--- src/rtl/vga_pkg.sv ---
// Shared VGA timing package: default 640x480 timing, derived totals and sync
// windows, the counter type and a small window-compare helper.
package vga_pkg;

  localparam int CNT_W = 10;

  localparam int H_ACTIVE_DEF = 640;
  localparam int H_FP_DEF     = 16;
  localparam int H_SYNC_DEF   = 96;
  localparam int H_BP_DEF     = 48;

  localparam int V_ACTIVE_DEF = 480;
  localparam int V_FP_DEF     = 10;
  localparam int V_SYNC_DEF   = 2;
  localparam int V_BP_DEF     = 33;

  localparam int H_TOTAL = H_ACTIVE_DEF + H_FP_DEF + H_SYNC_DEF + H_BP_DEF;
  localparam int V_TOTAL = V_ACTIVE_DEF + V_FP_DEF + V_SYNC_DEF + V_BP_DEF;

  localparam int H_SYNC_START = H_ACTIVE_DEF + H_FP_DEF;
  localparam int H_SYNC_END   = H_SYNC_START + H_SYNC_DEF - 1;
  localparam int V_SYNC_START = V_ACTIVE_DEF + V_FP_DEF;
  localparam int V_SYNC_END   = V_SYNC_START + V_SYNC_DEF - 1;

  typedef logic [CNT_W-1:0] count_t;

  // True when v lies in the inclusive window [lo, hi].
  function automatic logic in_window(input count_t v, input count_t lo, input count_t hi);
    return (v >= lo) && (v <= hi);
  endfunction

endpackage

--- src/rtl/vga_timing_edge_sync.sv ---
// Two-flop synchronizer for a slow asynchronous input followed by a
// rising-edge detector; rise is high for one clk per synchronized 0->1 edge.
module edge_sync (
  input  logic clk,
  input  logic rst,
  input  logic d,
  output logic rise
);

  logic sync1_q;
  logic sync2_q;
  logic prev_q;

  // Bring d into the clk domain and keep one cycle of history for the edge.
  always_ff @(posedge clk or negedge rst) begin
    if (!rst) begin
      sync1_q <= 1'b0;
      sync2_q <= 1'b0;
      prev_q  <= 1'b0;
    end else begin
      sync1_q <= d;
      sync2_q <= sync1_q;
      prev_q  <= sync2_q;
    end
  end

  assign rise = sync2_q & ~prev_q;

endmodule

--- src/rtl/vga_timing.sv ---
// VGA raster timing generator: pixel/line counters advanced by pix_en,
// zero-latency sync/blanking flags, a frame-start pulse and a game tick that
// releases a slow asynchronous game clock edge at the start of vertical blanking.
module vga_timing
  import vga_pkg::*;
#(
  parameter int H_ACTIVE = H_ACTIVE_DEF,
  parameter int H_FP     = H_FP_DEF,
  parameter int H_SYNC   = H_SYNC_DEF,
  parameter int H_BP     = H_BP_DEF,
  parameter int V_ACTIVE = V_ACTIVE_DEF,
  parameter int V_FP     = V_FP_DEF,
  parameter int V_SYNC   = V_SYNC_DEF,
  parameter int V_BP     = V_BP_DEF
) (
  input  logic             clk,
  input  logic             rst,
  input  logic             pix_en,
  input  logic             game_clk,
  output logic [CNT_W-1:0] x,
  output logic [CNT_W-1:0] y,
  output logic             hsync,
  output logic             vsync,
  output logic             video_on,
  output logic             frame_start,
  output logic             game_tick,
  output logic             tick_overrun
);

  localparam int LINE_LEN  = H_ACTIVE + H_FP + H_SYNC + H_BP;
  localparam int FRAME_LEN = V_ACTIVE + V_FP + V_SYNC + V_BP;

  localparam count_t H_LAST   = count_t'(LINE_LEN - 1);
  localparam count_t V_LAST   = count_t'(FRAME_LEN - 1);
  localparam count_t H_ACT    = count_t'(H_ACTIVE);
  localparam count_t V_ACT    = count_t'(V_ACTIVE);
  localparam count_t HS_START = count_t'(H_ACTIVE + H_FP);
  localparam count_t HS_END   = count_t'(H_ACTIVE + H_FP + H_SYNC - 1);
  localparam count_t VS_START = count_t'(V_ACTIVE + V_FP);
  localparam count_t VS_END   = count_t'(V_ACTIVE + V_FP + V_SYNC - 1);

  count_t x_q, x_d;
  count_t y_q, y_d;
  logic   hsync_q;
  logic   vsync_q;
  logic   video_q;
  logic   frame_q;
  logic   tick_q;
  logic   overrun_q;
  logic   pending_q;
  logic   gameRise;
  logic   blankStart;
  logic   tickRelease;

  edge_sync u_edge_sync (
    .clk  (clk),
    .rst  (rst),
    .d    (game_clk),
    .rise (gameRise)
  );

  // Next raster position; only moves on a pixel-enable cycle.
  always_comb begin
    x_d = x_q;
    y_d = y_q;
    if (pix_en) begin
      if (x_q == H_LAST) begin
        x_d = '0;
        y_d = (y_q == V_LAST) ? '0 : y_q + 1'b1;
      end else begin
        x_d = x_q + 1'b1;
      end
    end
  end

  assign blankStart  = pix_en && (x_d == '0) && (y_d == V_ACT);
  assign tickRelease = pending_q && blankStart;

  // Counters and the flags derived from the next position, so they line up with x/y.
  always_ff @(posedge clk or negedge rst) begin
    if (!rst) begin
      x_q     <= '0;
      y_q     <= '0;
      hsync_q <= 1'b1;
      vsync_q <= 1'b1;
      video_q <= 1'b1;
      frame_q <= 1'b0;
    end else begin
      frame_q <= 1'b0;
      if (pix_en) begin
        x_q     <= x_d;
        y_q     <= y_d;
        hsync_q <= ~in_window(x_d, HS_START, HS_END);
        vsync_q <= ~in_window(y_d, VS_START, VS_END);
        video_q <= (x_d < H_ACT) && (y_d < V_ACT);
        frame_q <= (x_d == '0) && (y_d == '0);
      end
    end
  end

  // Hold one game edge until blanking starts; a new edge on the release clk re-arms.
  always_ff @(posedge clk or negedge rst) begin
    if (!rst) begin
      pending_q <= 1'b0;
      tick_q    <= 1'b0;
      overrun_q <= 1'b0;
    end else begin
      tick_q <= tickRelease;
      if (gameRise) begin
        pending_q <= 1'b1;
      end else if (tickRelease) begin
        pending_q <= 1'b0;
      end
      if (gameRise && pending_q && !tickRelease) begin
        overrun_q <= 1'b1;
      end
    end
  end

  assign x            = x_q;
  assign y            = y_q;
  assign hsync        = hsync_q;
  assign vsync        = vsync_q;
  assign video_on     = video_q;
  assign frame_start  = frame_q;
  assign game_tick    = tick_q;
  assign tick_overrun = overrun_q;

endmodule

--- config.mk ---
export PLATFORM = sky130hd
export DESIGN_NAME = vga_timing
export DESIGN_NICKNAME = d
export VERILOG_FILES = /design/src/rtl/vga_pkg.sv /design/src/rtl/vga_timing_edge_sync.sv /design/src/rtl/vga_timing.sv
export SDC_FILE = /design/constraint.sdc
export NUM_CORES = 1
export LEC_CHECK = 0
export CAP_MARGIN = 20
export CORE_MARGIN = 2
export CORE_UTILIZATION = 30
export DETAILED_ROUTE_END_ITERATION = 8
export SLEW_MARGIN = 20
export SYNTH_ARGS = -nofsm -noshare
export SYNTH_HDL_FRONTEND = slang
export SYNTH_SLANG_ARGS = --single-unit
export TNS_END_PERCENT = 30
--- constraint.sdc ---
create_clock -name clk -period 3.55 [get_ports clk]
set_clock_uncertainty 0.1 [all_clocks]
set_input_delay 1.065 -clock clk [delete_from_list [all_inputs] [get_ports clk]]
set_output_delay 1.065 -clock clk [all_outputs]
set_load 0.01 [all_outputs]
==> results of run 1 <==
[registers in the layout, summed over array words and instances, names as in the netlist]
signal / cells
vsync: 1
hsync: 1
u_edge_sync.prev_q: 1
u_edge_sync.sync1_q: 1
tick_overrun: 1
u_edge_sync.sync2_q: 1
frame_start: 1
video_on: 1
pending_q: 1
y: 10
x: 10
game_tick: 1
[routing by layer]
layer | part of all wire, % | GRT usage, % | vias up
li1 | - | - | 639
met1 | 50 | 20.9 | 616
met2 | 44 | 20.8 | 38
met3 | 5.1 | 4.37 | 5
met4 | 0.75 | 4.09 | 0
met5 | 0 | 0 | -
[through the flow]
stage,instance area (sq um),instances
after detailed placement,1970,256
after global routing,2050,264
after global placement,1970,256
after floorplan,1550,153
final,2050,264
after CTS,2050,264
[worst max-delay path, stage by stage]
cell and delay [ps]:
clkdlybuf4s50_1 440, and3_1 240, and3_1 180, xor2_1 150
or3_1 380, nor4_2 350, nand4_2 170, a31o_1 230
[cell type report]
class / instances / share of cell area (%)
Inverter: 8 / 1.46
Sequential cell: 30 / 36.7
Clock buffer: 6 / 3.53
Clock inverter: 2 / 0.487
Multi-Input combinational cell: 110 / 36.1
Timing Repair Buffer: 38 / 17.4
Tap cell: 70 / 4.26
[cells in the final DEF, fill, tap and decap left out, types with 4 or more instances in the layout]
cell type / instances
inv_1: 8
nand2_1: 13
clkdlybuf4s50_1: 29
o21ai_0: 7
buf_4: 9
dfrtp_1: 27
xnor2_1: 7
and3_1: 6
clkbuf_8: 5
a21oi_1: 5
xor2_1: 5
nor3_1: 4
nand3_1: 9
nor2_1: 10
and4_1: 4
nand4_1: 5
[power by group through the flow]
| stage | Clock (uW) | Sequential [uW] | Combinational, uW |
|---|---|---|---|
| 5_1_grt | 290 | 436 | 261 |
| 2_1_floorplan | 0 | 432 | 112 |
| 6_report | 258 | 428 | 235 |
| 3_3_place_gp | 0 | 433 | 234 |
| 3_5_place_dp | 0 | 432 | 234 |
| 4_1_cts | 267 | 427 | 238 |
[path summary, 6_finish.rpt]
path | from | depth (start not counted) | slack, ps | end
min in group asynchronous | rst | 2 | 1070 | y[0]
max in group asynchronous | rst | 2 | 1940 | video_on
setup reg to reg | y[6] | 7 | 630 | tick_overrun
hold reg to reg | u_edge_sync.sync1_q | 0 | 260 | u_edge_sync.sync2_q
hold / removal | u_edge_sync.sync1_q | 0 | 260 | u_edge_sync.sync2_q
setup / recovery | pix_en | 8 | 400 | tick_overrun
[logic make-up after synthesis]
group,Yosys count,synth area share (%)
AND/OR/NAND/NOR,66,24.9
flip-flops,30,48.7
multiplexers,4,2.91
adder cells (fa/ha/maj),3,2.43
XOR/XNOR,12,6.79
AO/OA/AOI/OAI,25,10.9
buffers and inverters,13,3.31
==> summary.md, run 1 <==
| Metric | Value |
|---|---|
| Switching pwr | `around 290 uW` |
| Worst Path Required | `3620 ps` |
| Vias in the first global route | `1235` |
| ANT nets after route | `0` |
| Relative slew margins | `70.6%` |
| Io pins | `30` |
| Fin util | `40.7%` |
| DR iter-0 viols | `74` |
| Via/cell ratio | `4.92` |
| TNS Setup | `0 ps` |
| Register share of total power | `between 40% and 50%` |
| Synth unique cells | `40` |
| Gr ovfl total | `0` |
| Maximum VDD drop | `0.000325 V` |
| Fin. max-slew vios | `0` |
| Register cell area after layout | `between 700 and 800 sq um` |
| Worst-Skew Late Latency | `280 ps` |
| Initial antenna violation count | `0` |
| Setup Fix Bufs, Post-CTS | `0` |
| Max_cap viols | `0` |
| CTS-repair resized insts | `0` |
| DR DRC count | `0` |
| H-tree levels | `2` |
| Post-synth top area cell | `dfrtp_1` |
| PortBufs | `29` |
| Gr usage total | `14.4%` |
| Final setup fails | `0` |
| Commonest cells in the netlist | `dfrtp_1, nand2_1, nor2_1` |
| WL final | `between 3 and 4 mm` |
| Synth Cell Area | `1550 sq um` |
| Unrepaired setup endpoints after global routing | `false` |
| Endpoints failing hold | `0` |
| Clk slew on worst S/H paths | `70 ps` |
| Most frequent cell after synthesis | `dfrtp_1` |
| Primary FF master, synth | `dfrtp_1` |
| Sequential area share after synthesis | `48.7%` |
| Hold Path Class | `reg -> reg` |
| Area Overhead vs Synth | `32.7%` |
| Full die area | `5750 sq um` |
| Max Fclk | `approximately 0.32 GHz` |
| CP Max Fanout | `4` |
| Sw frac | `31.6%` |
| Clock Tree Root | `clkbuf_8` |
| YS warnings | `0` |
| Largest net degree at the start of global routing | `31` |
| P_int | `631 uW` |
| Setup ws final | `between 400 and 500 ps` |
| Clk pwr share | `approximately 28%` |
| Pre-CTS WS | `slightly above 100 ps` |
| PnR Total Power | `a little over 900 uW` |
| Layout cells sized above 1 | `13.4%` |
| Area taken by multi-input logic gates | `742 sq um` |
| Comb power frac | `25.5%` |
| Filler cells | `517` |
| Largest cells by area after synthesis | `dfrtp_1, dfstp_2, xnor2_1` |
| Outcome | `finished, final reports clean` |
| Area of the core | `5040 sq um` |
| Worst Path Arrival | `3220 ps` |
| Die Wd | `75.8 um` |
| Cts hold-fix bufs | `0` |
| Die Span Y | `75.8 um` |
| Tcrit/Tclk final | `88.6%` |
| Crit. End Element | `register` |
| Placer Congestion | `0.857` |
| Post-synth EDFFs | `0` |
| Cell Rows | `26` |
| TritonCTS clock tree | `built` |
| Register bit total from synthesis | `30` |
| Syn Nets | `160` |
| Total CTS buffers | `5` |
| Final min period | `3150 ps` |
| Ys async rst share | `100%` |
| Via count | `1298` |
| First-pass GRT wire length | `6.16 mm` |
| Detailed Place HPWL | `2.62 mm` |
| Mapped Cells | `153` |
| Worst slew pin tran | `between 400 and 500 ps` |
| Area fraction of the dominant cell type after synthesis | `43.7%` |
| Hold_ws | `255 ps` |
| Clk buf depth | `2` |
| Syn_area_per_cell | `10.1 sq um` |
| Post-DR wirelength/cell | `13.7 um` |
| Antenna diodes | `0` |
| Worst setup path category | `in -> reg` |
| Clock sinks | `30` |
| Initial core utilization | `a little under a third` |
| PD cells | `448 nW/um^2` |
| Pleak | `0.000876 uW` |
| Crit path launch type | `primary input` |
| Nets | `200` |
| DR pass1 iterations | `5` |
(Power assumes the default switching activity.)
==> run 2, diff against run 1 <==
Settings changed: CAP_MARGIN 20 to default, CORE_ASPECT_RATIO from default to 1.4.
==> run 2 against run 1 <==
Net effect: sequential cell count stayed put; largest cell class unchanged; global-route usage is 0.34 points lower; first-iteration DRC count is 49% lower; design area is 0.37% lower; sequential power is 0.9% lower; total power is 0.16% lower; count of clock-buffer cells in the layout stayed put.
==> summary.md, run 2 (synthesis results as in run 1) <==
| Metric | Value |
|---|---|
| Outcome | `finished, final reports clean` |
| Most used cell, CP | `and4_1` |
| Area of the core | `4920 sq um (-2.5%)` |
| Total CTS buffers | `5 (unchanged)` |
| Worst slew pin tran | `458 ps (+20.0 ps)` |
| Clk buf depth | `2 (unchanged)` |
| H-tree levels | `2 (unchanged)` |
| CP Max Fanout | `8 (+4)` |
| Via/cell ratio | `5.09 (+3.5%)` |
| Max_cap viols | `0 (unchanged)` |
| Die Span Y | `89.0 um (+17%)` |
| Placer Congestion | `0.819 (-4.4%)` |
| Gr usage total | `14.1% (-0.34 points)` |
| Post-DR wirelength/cell | `14.3 um (+4.0%)` |
| Clk slew on worst S/H paths | `70 ps (about the same)` |
| Hold depth | `0 (unchanged)` |
| Via count | `1313 (+1.2%)` |
| FF-to-FF path depth | `7 (unchanged)` |
| TritonCTS clock tree | `built` |
| WL final | `3.68 mm (+1.6%)` |
| Reg2reg setup slack | `640 ps (about the same)` |
| Cts hold-fix bufs | `0 (unchanged)` |
| Fin. max-slew vios | `0 (unchanged)` |
| Io pins | `30 (unchanged)` |
| Hold Path Class | `reg -> reg` |
| Crit. End Element | `register` |
| CP peak stage delay | `510 ps (+70 ps)` |
| Worst Path Arrival | `3270 ps (+50 ps)` |
| ANT nets after route | `0 (unchanged)` |
| Critical path's top delay family | `simple AND/OR/NAND/NOR gates` |
| DR pass1 iterations | `4 (-1)` |
| Placed insts | `250 (-2.3%)` |
| Vias in the first global route | `1278 (+3.5%)` |
| Reg-to-Reg End | `tick_overrun` |
| Worst setup path category | `in -> reg` |
| Hold path endpoint | `u_edge_sync.sync2_q` |
| Worst path cell trace | `clkdlybuf4s50_1 > and3_1 > and4_1 > nand3_1 > xnor2_1 > and4_1 > nand4_2 > a31o_1` |
| Final setup fails | `0 (unchanged)` |
| TNS Setup | `0 ps (unchanged)` |
| First-pass GRT wire length | `6.12 mm (-0.67%)` |
| Relative slew margins | `69.2% (-1.3 points)` |
| Cell Rows | `30 (+15%)` |
| DR DRC count | `0 (unchanged)` |
| Pleak | `0.000876 uW (unchanged)` |
| Final min period | `3190 ps (+46.6 ps)` |
| Filler cells | `489 (-5.4%)` |
| Slowest-stage cell, CP | `clkdlybuf4s50_1` |
| Clock sinks | `30 (unchanged)` |
| CTS-repair resized insts | `0 (unchanged)` |
| Area Overhead vs Synth | `32.3%` |
| Setup Fix Bufs, Post-CTS | `0 (unchanged)` |
| Maximum VDD drop | `0.000318 V (-2.2%)` |
| Endpoints failing hold | `0 (unchanged)` |
| Buf/Inv on CP | `1 (unchanged)` |
| Worst Setup SP | `pix_en` |
| Antenna diodes | `0 (unchanged)` |
| Die Wd | `64.7 um (-15%)` |
| RR Startpoint | `y[6]` |
| Commonest non-fill, non-tap cell in the layout | `clkdlybuf4s50_1` |
| Gr ovfl total | `0 (unchanged)` |
| Crit path launch type | `primary input` |
| Full die area | `5760 sq um (+0.15%)` |
| Unrepaired setup endpoints after global routing | `false` |
| Hold_ws | `249 ps (-6.20 ps)` |
| Detailed Place HPWL | `2.72 mm (+3.9%)` |
| DR iter-0 viols | `38 (-49%)` |
| PortBufs | `29 (unchanged)` |
| Nets | `200 (unchanged)` |
| Layout cells sized above 1 | `13.4% (unchanged)` |
| Initial antenna violation count | `0 (unchanged)` |
| Worst-Skew Late Latency | `280 ps (about the same)` |
| Worst Min Path Start | `u_edge_sync.sync1_q` |
| Final Non-Filler Cells | `258 (-2.3%)` |
| Initial core utilization | `31.5% (+0.78 points)` |
| Worst Path Required | `3630 ps (about the same)` |
| Commonest non-fill, non-tap cells in the layout | `clkdlybuf4s50_1, dfrtp_1, nand2_1` |
| Tcrit/Tclk final | `89.9% (+1.3 points)` |
| Largest net degree at the start of global routing | `31 (unchanged)` |
| Max Fclk | `0.313 GHz (-1.5%)` |
| PD cells | `449 nW/um^2 (+0.20%)` |
| Clock Tree Root | `clkbuf_8` |
==> run 2: power by group <==
group          switching, uW  total (uW)  leakage (uW)  internal (uW)
registers               48.4         424      0.000365            376
clock network            126         261     0.0000450            135
logic                    115         234      0.000467            119
==> run 2: routing by layer <==
metal  routed length (um)  track usage, %
met1                 1600            17.6
met2                 1840            23.6
met4                   58            6.38
met3                  173            2.77
met5                    0               0
==> run 2: worst reg2reg max path, cell delays in order (launching register included) <==
cell	delay, ps
dfrtp_1	440
or4_1	560
or4_1	650
a21oi_4	180
mux2i_2	130
nor4_4	350
nand4_2	160
a31o_1	240
==> run 2: metrics by stage <==
step           setup WS (ps)  util (%)  instance area (sq um)  power [uW]
6_report                 358      41.6                   2050         920
5_1_grt                  154      41.6                   2050         977
4_1_cts                  355      41.6                   2050         933
3_5_place_dp            48.1      39.9                   1960         667
3_3_place_gp            97.4      39.9                   1960         663
2_1_floorplan            678         -                   1550         544
==> run 2: layout make-up <==
class                   count  area, sq um  share of cell area [%]
multi-input cells         110          742                    36.2
clock buffers               6         72.6                    3.55
clock inverters             2         10.0                   0.489
flip-flops and latches     30          754                    36.9
repair buffers             38          358                    17.5
well taps                  64         80.1                    3.91
inverters                   8         30.0                    1.47
==> run 2: worst max-delay path by stage <==
stage	end	slack, ps	cells past startpoint
floorplan	tick_overrun	680	7
global placement	tick_overrun	100	8
detailed placement	tick_overrun	50	8
CTS	tick_overrun	350	8
global route	tick_overrun	150	8
finish	tick_overrun	360	8
==> run 3, diff against run 2 <==
Settings changed: SYNTH_HIERARCHICAL from default to 1.
Clock period 3.55 ns to 2.6 ns, I/O delays scaled along.
==> run 3 against run 2 <==
Net effect: combinational power grew 80%; total power rose by 56%; non-clock buffer count grew 31; clock power grew 82%.
==> summary.md, run 3 <==
| Metric | Value |
|---|---|
| Io pins | `30 (unchanged)` |
| TNS Setup | `0 ps (unchanged)` |
| Met3 usage | `2.64% (-0.13 points)` |
| Area fraction of the dominant cell type after synthesis | `37.6% (-6.1 points)` |
| Worst Min Path Start | `u_edge_sync/sync1_q` |
| P_int | `1000 uW (+59%)` |
| Most frequent cell after synthesis | `dfrtp_1` |
| Initial antenna violation count | `0 (unchanged)` |
| Vias in the first global route | `1645 (+29%)` |
| Die Span Y | `95.6 um (+7.4%)` |
| Post-synth EDFFs | `0 (unchanged)` |
| Ys async rst share | `100% (unchanged)` |
| Fin. max-slew vios | `0 (unchanged)` |
| Die Wd | `69.4 um (+7.3%)` |
| PD cells | `565 nW/um^2 (+26%)` |
| Full die area | `6640 sq um (+15%)` |
| CP Max Fanout | `7 (-1)` |
| Clk slew on worst S/H paths | `70 ps (about the same)` |
| Slowest-stage cell, CP | `or4_4` |
| Initial core utilization | `30.9% (-0.59 points)` |
| Outcome | `finished, final reports clean` |
| Post-DR wirelength/cell | `14.3 um (+0.46%)` |
| H-tree levels | `2 (unchanged)` |
| Syn_area_per_cell | `9.67 sq um (-4.4%)` |
| PnR Total Power | `1430 uW (+56%)` |
| Area Overhead vs Synth | `41.1%` |
| Setup Fix Bufs, Post-CTS | `0 (unchanged)` |
| Worst path cell trace | `or3_4 > or4_4 > buf_4 > a21oi_1 > nor2_1 > and3_1 > and4_1 > a21oi_1` |
| Unrepaired setup endpoints after global routing | `false` |
| Primary FF master, synth | `dfrtp_1` |
| Worst slew pin tran | `439 ps (-19.2 ps)` |
| Comb power frac | `29.3% (+3.8 points)` |
| Maximum VDD drop | `0.000289 V (-9.1%)` |
| Synth unique cells | `55 (+38%)` |
| Antenna diodes | `0 (unchanged)` |
| Synth Cell Area | `1800 sq um (+16%)` |
| Commonest non-fill, non-tap cells in the layout | `buf_4, clkdlybuf4s50_1, dfrtp_1` |
| DR pass1 iterations | `4 (unchanged)` |
| Relative slew margins | `70.7% (+1.5 points)` |
| Commonest non-fill, non-tap cell in the layout | `buf_4` |
| Worst Setup SP | `y[7]` |
| Via/cell ratio | `5.12 (+0.64%)` |
| Worst setup path category | `reg -> reg` |
| Top Usage Layer GRT | `met2` |
| Syn Nets | `193 (+21%)` |
| Clk buf depth | `2 (unchanged)` |
| Tcrit/Tclk final | `94.1%` |
| Clk pwr share | `33.1% (+4.7 points)` |
| Mapped Cells | `186 (+22%)` |
| Max Fclk | `0.409 GHz` |
| Fin area | `2540 sq um (+24%)` |
| Area of the core | `5820 sq um (+18%)` |
| Crit. End Element | `register` |
| Pleak | `0.00112 uW (+27%)` |
| Detailed Place HPWL | `3.40 mm (+25%)` |
| Crit path launch type | `register` |
| Worst Path Arrival | `2560 ps (-710 ps)` |
| Cell area after placement | `2410 sq um (+23%)` |
| PortBufs | `29 (unchanged)` |
| Cts hold-fix bufs | `0 (unchanged)` |
| CP peak stage delay | `560 ps (+50 ps)` |
| Cell Rows | `33 (+10%)` |
| Worst Path Required | `2710 ps (-920 ps)` |
| Worst-Skew Late Latency | `280 ps (about the same)` |
| Filler cells | `561 (+15%)` |
| Final min period | `between 2000 and 2500 ps` |
| Placer Congestion | `0.839 (+2.4%)` |
| Final setup fails | `0 (unchanged)` |
| Register share of total power | `37.6% (-8.5 points)` |
| Post-synth top area cell | `dfrtp_1` |
| Nets | `257 (+28%)` |
| RR Startpoint | `y[7]` |
| Largest cells by area after synthesis | `dfrtp_1, dfstp_2, nand2_1` |
| First-pass GRT wire length | `7.69 mm (+26%)` |
| TritonCTS clock tree | `built` |
| Sequential area share after synthesis | `42.0% (-6.8 points)` |
| Largest net degree at the start of global routing | `31 (unchanged)` |
| Register bit total from synthesis | `30 (unchanged)` |
| Fin util | `43.6% (+2.0 points)` |
| Layout cells sized above 1 | `27.9% (+14 points)` |
| Met2 Use GR | `25.0% (+1.4 points)` |
| Commonest cells in the netlist | `dfrtp_1, nand2_1, nand3_1, nor2_1, and3_1` |
| Total CTS buffers | `5 (unchanged)` |
| DR DRC count | `0 (unchanged)` |
| Gr ovfl total | `0 (unchanged)` |
| Switching pwr | `435 uW (+50%)` |
| Grt met1 use | `16.4% (-1.1 points)` |
| Sw frac | `30.3% (-1.1 points)` |
| Most used cell, CP | `a21oi_1` |
| Hold Path Class | `reg -> reg` |
| Gr usage total | `14.7% (+0.60 points)` |
| Clock Tree Root | `clkbuf_8` |
| WL final | `4.60 mm (+25%)` |
| Endpoints failing hold | `0 (unchanged)` |
| YS warnings | `6 (+6)` |
| Clock sinks | `30 (unchanged)` |
| ANT nets after route | `0 (unchanged)` |
| DR iter-0 viols | `74 (+95%)` |
| Via count | `1644 (+25%)` |
| Max_cap viols | `0 (unchanged)` |
[run 3: cell count changes after synthesis, sizes merged, moves of 2 or more]
cell and delta:
a21oi +2, and2 -2, and3 +3, buf +5, clkbuf +2, nand2 +4
nand3 +3, nor4 -2, nor4b +2, o31ai +2, or3 +2
[run 3: path summary, 6_finish.rpt]
check                                      end  slack (ps)  depth (start not counted)
max                                      vsync         150                          8
min                        u_edge_sync/sync2_q         250                          0
max reg2reg                              vsync         150                          8
min reg2reg                u_edge_sync/sync2_q         250                          0
max in group asynchronous                hsync        1290                          2
min in group asynchronous                 x[2]         790                          2
[run 3: logic make-up (layout without fill, tap and decap cells)]
group / after synthesis / in the layout / synth area share [%]
and+or+nand+nor: 81 / 81 / 28.0
AOI/OAI and AO/OA: 36 / 36 / 14.3
DFF: 30 / 30 / 42.0
buffers and inverters: 20 / 85 / 5.36
xor gates and xnor gates: 11 / 11 / 5.36
muxes: 5 / 5 / 2.85
adders and majority gates: 3 / 3 / 2.09
[run 3: timing repair]
| item | CTS | global route |
|---|---|---|
| resized for setup | 5 | 4 |
| endpoints found under the setup margin | 7 | 3 |
| pin swaps | 2 | 3 |
[run 3: metal layers]
metal / share of wire (%) / vias up / wire (um)
met5: 0 / - / 0
met4: 4.6 / 0 / 213
met3: 3.8 / 16 / 176
met2: 51 / 43 / 2350
met1: 40 / 779 / 1850
li1: - / 806 / -
[run 3: stage by stage]
stage	hold WS (ps)	setup WS [ps]	std cells
2_1_floorplan	231	20.3	186
3_3_place_gp	236	-439	313
3_5_place_dp	240	-505	313
4_1_cts	256	78.6	321
5_1_grt	258	19.6	321
6_report	253	152	321
[run 3: layout make-up]
cell class / count / area (sq um) / area share (%)
multi-input combinational: 136 / 966 / 38.1
clock inverter: 3 / 45.0 / 1.78
timing repair buffer: 69 / 586 / 23.1
tap: 70 / 87.6 / 3.45
sequential: 30 / 754 / 29.7
inverter: 8 / 30.0 / 1.18
clock buffer: 5 / 68.8 / 2.71
[run 3: worst max-delay path, delay by kind of cell (launching register included)]
kind	cells	cell delay, ps
and+or+nand+nor	5	1440
buffers and inverters	1	180
AOI/OAI and AO/OA	2	270
DFF	1	390
[run 3: power by group through the flow]
stage / registers (uW) / clock network [uW] / logic (uW)
after floorplan: 593 / 0 / 145
after global placement: 545 / 0 / 410
after detailed placement: 546 / 0 / 412
after CTS: 538 / 490 / 418
after global routing: 543 / 512 / 462
final: 539 / 475 / 421
